<file path="config.mk">
export PLATFORM = sky130hd
export DESIGN_NAME = w16_packer
export DESIGN_NICKNAME = d
export VERILOG_FILES = /design/src/rtl/pipe_pkg.sv /design/src/rtl/w16_packer.sv
export SDC_FILE = /design/constraint.sdc
export NUM_CORES = 1
export LEC_CHECK = 0
export CAP_MARGIN = 20
export CORE_ASPECT_RATIO = 0.7
export CORE_MARGIN = 2
export CORE_UTILIZATION = 52
export CTS_CLUSTER_SIZE = 24
export DETAILED_ROUTE_END_ITERATION = 8
export GPL_TIMING_DRIVEN = 0
export MAX_ROUTING_LAYER = met4
export PLACE_DENSITY_LB_ADDON = 0.08
export SLEW_MARGIN = 20
export SYNTH_ARGS = -nofsm -noshare
export SYNTH_HDL_FRONTEND = slang
export SYNTH_SLANG_ARGS = --single-unit
</file>
<file path="constraint.sdc">
create_clock -name clk -period 2.7 [get_ports clk]
set_input_delay 0.27 -clock clk [delete_from_list [all_inputs] [get_ports clk]]
set_output_delay 0.27 -clock clk [all_outputs]
set_load 0.02 [all_outputs]
</file>
<file path="src/rtl/pipe_pkg.sv">
// Shared widths, FSM state type and lane-ordering helper for the halfword packer.
package pipe_pkg;

    localparam int HW_W   = 16;
    localparam int WORD_W = 32;

    typedef enum logic {
        EMPTY = 1'b0,
        HALF  = 1'b1
    } pack_state_e;

    // Place the first-arriving halfword in the low or high lane.
    function automatic logic [WORD_W-1:0] pack_word(
        input logic [HW_W-1:0] first,
        input logic [HW_W-1:0] second,
        input logic            low_first
    );
        logic [WORD_W-1:0] word_v;
        if (low_first) begin
            word_v = {second, first};
        end else begin
            word_v = {first, second};
        end
        return word_v;
    endfunction

endpackage

</file>
<file path="src/rtl/w16_packer.sv">
// Packs a stream of 16-bit halfwords into 32-bit words; flush pushes out a held
// halfword as a zero-padded partial word.
module w16_packer
    import pipe_pkg::*;
#(
    parameter int LOW_FIRST = 1
) (
    input  logic              clk,
    input  logic              rst_n,
    input  logic [HW_W-1:0]   in_data,
    input  logic              in_en,
    input  logic              flush,
    output logic [WORD_W-1:0] out_data,
    output logic              out_en,
    output logic              out_partial,
    output logic              pending,
    output logic [HW_W-1:0]   word_cnt
);

    localparam logic LOW_FIRST_B = (LOW_FIRST != 0) ? 1'b1 : 1'b0;

    pack_state_e       state_r;
    pack_state_e       state_nxt_s;
    logic [HW_W-1:0]   hold_r;
    logic [HW_W-1:0]   hold_nxt_s;
    logic              emit_s;
    logic              emit_partial_s;
    logic [WORD_W-1:0] emit_data_s;

    // Next-state, hold update and word to emit for the current inputs.
    always_comb begin
        state_nxt_s    = state_r;
        hold_nxt_s     = hold_r;
        emit_s         = 1'b0;
        emit_partial_s = 1'b0;
        emit_data_s    = out_data;
        case (state_r)
            EMPTY: begin
                if (in_en && flush) begin
                    emit_s         = 1'b1;
                    emit_partial_s = 1'b1;
                    emit_data_s    = pack_word(in_data, 16'h0000, LOW_FIRST_B);
                end else if (in_en) begin
                    hold_nxt_s  = in_data;
                    state_nxt_s = HALF;
                end else begin
                    state_nxt_s = EMPTY;
                end
            end
            HALF: begin
                // A completing halfword absorbs a coincident flush.
                if (in_en) begin
                    emit_s      = 1'b1;
                    emit_data_s = pack_word(hold_r, in_data, LOW_FIRST_B);
                    state_nxt_s = EMPTY;
                end else if (flush) begin
                    emit_s         = 1'b1;
                    emit_partial_s = 1'b1;
                    emit_data_s    = pack_word(hold_r, 16'h0000, LOW_FIRST_B);
                    state_nxt_s    = EMPTY;
                end else begin
                    state_nxt_s = HALF;
                end
            end
            default: begin
                state_nxt_s = EMPTY;
            end
        endcase
    end

    // State, hold register and registered outputs.
    always_ff @(posedge clk or negedge rst_n) begin
        if (!rst_n) begin
            state_r     <= EMPTY;
            hold_r      <= 16'h0000;
            out_data    <= 32'h0000_0000;
            out_en      <= 1'b0;
            out_partial <= 1'b0;
            word_cnt    <= 16'h0000;
        end else begin
            state_r     <= state_nxt_s;
            hold_r      <= hold_nxt_s;
            out_en      <= emit_s;
            out_partial <= emit_partial_s;
            if (emit_s) begin
                out_data <= emit_data_s;
                word_cnt <= word_cnt + 16'h0001;
            end
        end
    end

    assign pending = (state_r == HALF);

endmodule
</file>
After elaboration in Yosys (flattened, before gate mapping)
Index checks and enable logic that the tools add are counted.
- bits in registers: 67
- latch bits: 0
- memory bits (writable): 0
- memory bits (read-only): 0
- input port bits: 20
- output and inout port bits: 51
- memories kept: 0
- add/sub/neg operators: 1
- multiply operators: 0
- divide/modulo/power cells: 0
- $lt $le $gt $ge: 0
- equal/unequal tests: 2
- shifts and indexed selects: 0
- multiplexer cells: 15
- bitwise logic cells: 2
- reductions and logical operators: 3
- operators with widths (operator ; count):
    32-bit two-way mux ; 3
    32-bit case mux with 2 select lines ; 1
    16-bit by 1-bit adder with 16-bit output (second input constant) ; 1
    1-bit two-way mux ; 8
    1-bit case mux with 2 select lines ; 3
    3-bit AND reduction ; 2
    3-bit inequality test (second input constant) ; 1
    2-bit inequality test (second input constant) ; 1
    1-bit inverter ; 2
    1-bit logical AND ; 1

Depth between registers and ports, before layout
- depth after elaboration: 4
- mapped depth: 6
- depth with buffers taken out: 6

Worst setup path before layout
No wires, ideal clock.
- path type: register to register
- start point: reg state_r (netlist: pending)
- end point: reg hold_r[10]
- setup time: 0.125 ns
- data arrival time: 1.521 ns
- required time: 2.575 ns
- path slack: 1.055 ns
- stages on the path, launching flop included: 5
- path buffers: 2
- period minus slack after synthesis: 1.645 ns
- cells stage by stage: dfrtp_1 > buf_4 > nor3b_4 > buf_6 > mux2_2
- longest elaborated chain between the ends: 2
- ends and longest elaborated chain (element ; line ; RTL):
    start: declaration ; w16_packer.sv:22 ; pack_state_e state_r;
    start signal: assignment ; w16_packer.sv:81 ; state_r <= state_nxt_s;
    1-bit inverter (no line) ; - ;
    3-bit AND reduction (no line) ; - ;
    end signal: assignment ; w16_packer.sv:82 ; hold_r <= hold_nxt_s;
    end: declaration ; w16_packer.sv:24 ; logic [HW_W-1:0] hold_r;
Every way passes these cells.
A chain may end at the register's enable or synchronous reset.

Final worst setup path
- start point: reg word_cnt[0]
- end point: out word_cnt[0]
- RTL lines (element ; line ; RTL):
    start: declaration ; w16_packer.sv:17 ; output logic [HW_W-1:0] word_cnt
    start signal: assignment ; w16_packer.sv:87 ; word_cnt <= word_cnt + 16'h0001;
No word-level cell between the ends.

==> metrics.csv <==
stage;metric;value;unit
route;DR vias/cell;5.15;
timing;setup TNS;0;ps
setup_path;slowest stage cell, crit path;clkdlybuf4s50_1;
synth;Adder-Cell Fraction of Synth Area;0.00457;
synth;multiplexer share of the synthesized area;0.124;
clock_network;Clock Pin Slew Worst Setup and Hold Paths;60;ps
route;vias;1884;
place;port bufs;70;
synth;Post-Synth XOR/XNOR Area;0.0511;
clock_network;CTS Buf Count;9;
floorplan;total core area;5150;um^2
setup_path;Worst R2R End;hold_r[12];
grt;first-pass GRT wire length;9800;um
route;total wire length;5740;um
floorplan;Top Ports;71;
setup_path;CP Capture Type;output pin;
timing;worst slew pin tran;519;ps
clock_network;postcts setup bufs;0;
layout;layout cells sized above 1;0.153;
timing;Final Cycle Share;0.646;
timing;minimum clock period;1740;ps
setup_path;Max FO, Critical Path;7;
setup_path;crit path from;word_cnt[0];
grt;initial antenna violation count;0;
layout;most frequent cells in the layout;69 x clkdlybuf4s50_1, 67 x dfrtp_1;
layout;nets@finish;311;
place;GP Congestion;0.784;
route;antenna viol nets, final;0;
layout;post-route insts no fill;366;
synth;Net Count, Synth;228;
floorplan;die area;5880;um^2
synth;#FFs+latches synth;67;
layout;fin area;3730;um^2
synth;sequential area share after synthesis;0.612;
route;Iter 0 DRT Violations;89;
setup_path;Critical Path, Cell by Cell;clkdlybuf4s50_1;
clock_network;CTS tree;done;
synth;main combinational cell family by area after synthesis;multiplexers;
setup_path;R2R Setup Slk;970;ps
setup_path;Buf/Inv on CP;1;
grt;global routing usage summed across all routing layers;0.227;
timing;skew final;8.66;ps
power_and_ir_drop;Worst VDD drop;0.485;mV
synth;top cell type's share of synthesized area;0.612;
timing;unrepaired setup endpoints after global routing;no;
power_and_ir_drop;Pwr Density;757;nW/um^2
job;maxcap violations;0;
place;Post-DP HPWL;3950;um
route;routed wire length per instance;15.7;um
synth;cell taking the most area after synthesis;dfrtp_1;
floorplan;die outline height;64.7;um
layout;ANT cells;0;
clock_network;worst-case clock buffer depth;2;
synth;Synth Cell Area;2740;um^2
route;DR DRC count;0;
timing;final hold violations;0;
clock_network;Skew-Pair Late Insertion Delay;340;ps
timing;FMAX;0.574;GHz
timing;final slew viol count;0;
floorplan;Die X;90.8;um
timing;fin worst setup slack;957;ps
setup_path;worst setup path class;reg2out;
layout;Final Core Density;0.724;
layout;synthesis-to-layout area growth;36.0;%
synth;Synth Instances;207;
clock_network;clock sinks;67;
clock_network;H-tree Lvls;3;
setup_path;critical path's top delay family;buffers and inverters;
synth;largest cells by area after synthesis;dfrtp_1 61%, mux2_2 6.2%, mux2i_1 5.8%;
timing;# setup viols final;0;
setup_path;CP required;2430;ps
setup_path;Worst setup SP type;register;
place;DP Worst Slack;663;ps
route;drt pass-1 iters;4;
floorplan;Initial Utilization;0.532;
clock_network;CTS Root Cell;clkbuf_8;
grt;remaining global-route overflow;0;
setup_path;CP peak stage delay;650;ps
synth;complex-gate fraction of the synthesized area;0.0895;
min_path;HP Class;in2async;
layout;commonest non-fill, non-tap cell in the layout;clkdlybuf4s50_1;
grt;vias in the first global route;1927;
status;status;complete, no violations;
setup_path;worst r2r src;pending;
setup_path;Worst EP arrival;1470;ps
place;Placement Cell Area;3560;um^2
grt;largest net degree at the start of global routing;54;
place;Inst Count DP;350;
power_and_ir_drop;Total Power;2.82;mW
setup_path;FF-to-FF path depth;4;
synth;synth unique cells;28;
timing;Hold WS;322;ps
timing;max_slew headroom;0.654;
synth;simple-gate portion of the synthesized area;0.0950;
floorplan;row cnt;22;
power_and_ir_drop;Pleak;1.61;nW
synth;Warnings, synthesis;0;
synth;Mean Syn Cell Area;13.2;um^2
## cells in the mapped netlist
cell	count
and3_4	1
buf_4	2
xor2_1	5
a22o_1	16
ha_1	1
mux2_2	15
dfrtp_1	67
nor3_2	1
buf_2	5
a21oi_1	16
nor2_1	16
buf_6	1
and3_1	4
nand3_1	4
mux2i_1	16
nor2b_1	1
nor3b_4	1
and2_1	2
xnor2_1	11
nand2_1	6
nand4_1	7
mux2_1	1
and4_1	2
clkbuf_1	2
o21ai_4	1
a21o_2	1
inv_4	1
nor4_2	1
## state kept, by name (all words and copies together) (netlist names)
name,cells
word_cnt,16
out_data,32
pending,1
out_partial,1
out_en,1
hold_r,16
## worst max path at each step
stage | end | cells past startpoint | slack (ps)
after floorplan | hold_r[10] | 4 | 1050
after global placement | out_data[17] | 1 | -830
after detailed placement | out_data[23] | 5 | 660
after CTS | word_cnt[0] | 1 | 930
after global routing | hold_r[13] | 4 | 900
final | word_cnt[0] | 1 | 960
## routing by layer
layer  up-vias  routed length [um]  global-route usage
met3         9                 314              0.0826
met4         0                  61              0.0635
li1        906                   -                   -
met5         -                   0                   -
met2        45                2640               0.334
met1       924                2720               0.300
## cell type report
cell class | instances | area [um^2]
sequential | 67 | 1680
clock inverter | 3 | 15.0
clock buffer | 12 | 145
multi-input combinational | 129 | 998
buffer | 10 | 58.8
fill | 387 | 1420
inverter | 1 | 6.26
tap | 72 | 90.1
timing repair buffer | 72 | 736
## timing repair
| action | in CTS | in global routing |
|---|---|---|
| endpoints found under the hold margin | 14 | 0 |
| hold buffers | 1 | 0 |
| gates resized for setup | 0 | 0 |
| endpoints found under the setup margin | 0 | 0 |
## report_power, final
| group | internal [mW] | switching [mW] | leakage (nW) |
|---|---|---|---|
| Sequential | 1.18 | 0.139 | 0.830 |
| Combinational | 0.407 | 0.396 | 0.694 |
| Clock | 0.349 | 0.346 | 0.0860 |
| Total | 1.94 | 0.881 | 1.61 |
## kinds of logic after synthesis
| group | count (synthesis) |
|---|---|
| xor gates and xnor gates | 16 |
| muxes | 32 |
| and+or+nand+nor | 46 |
| adders and majority gates | 1 |
| DFF | 67 |
| AOI/OAI and AO/OA | 34 |
| buffers and inverters | 11 |
No activity file was read; power rests on OpenSTA's default activity.
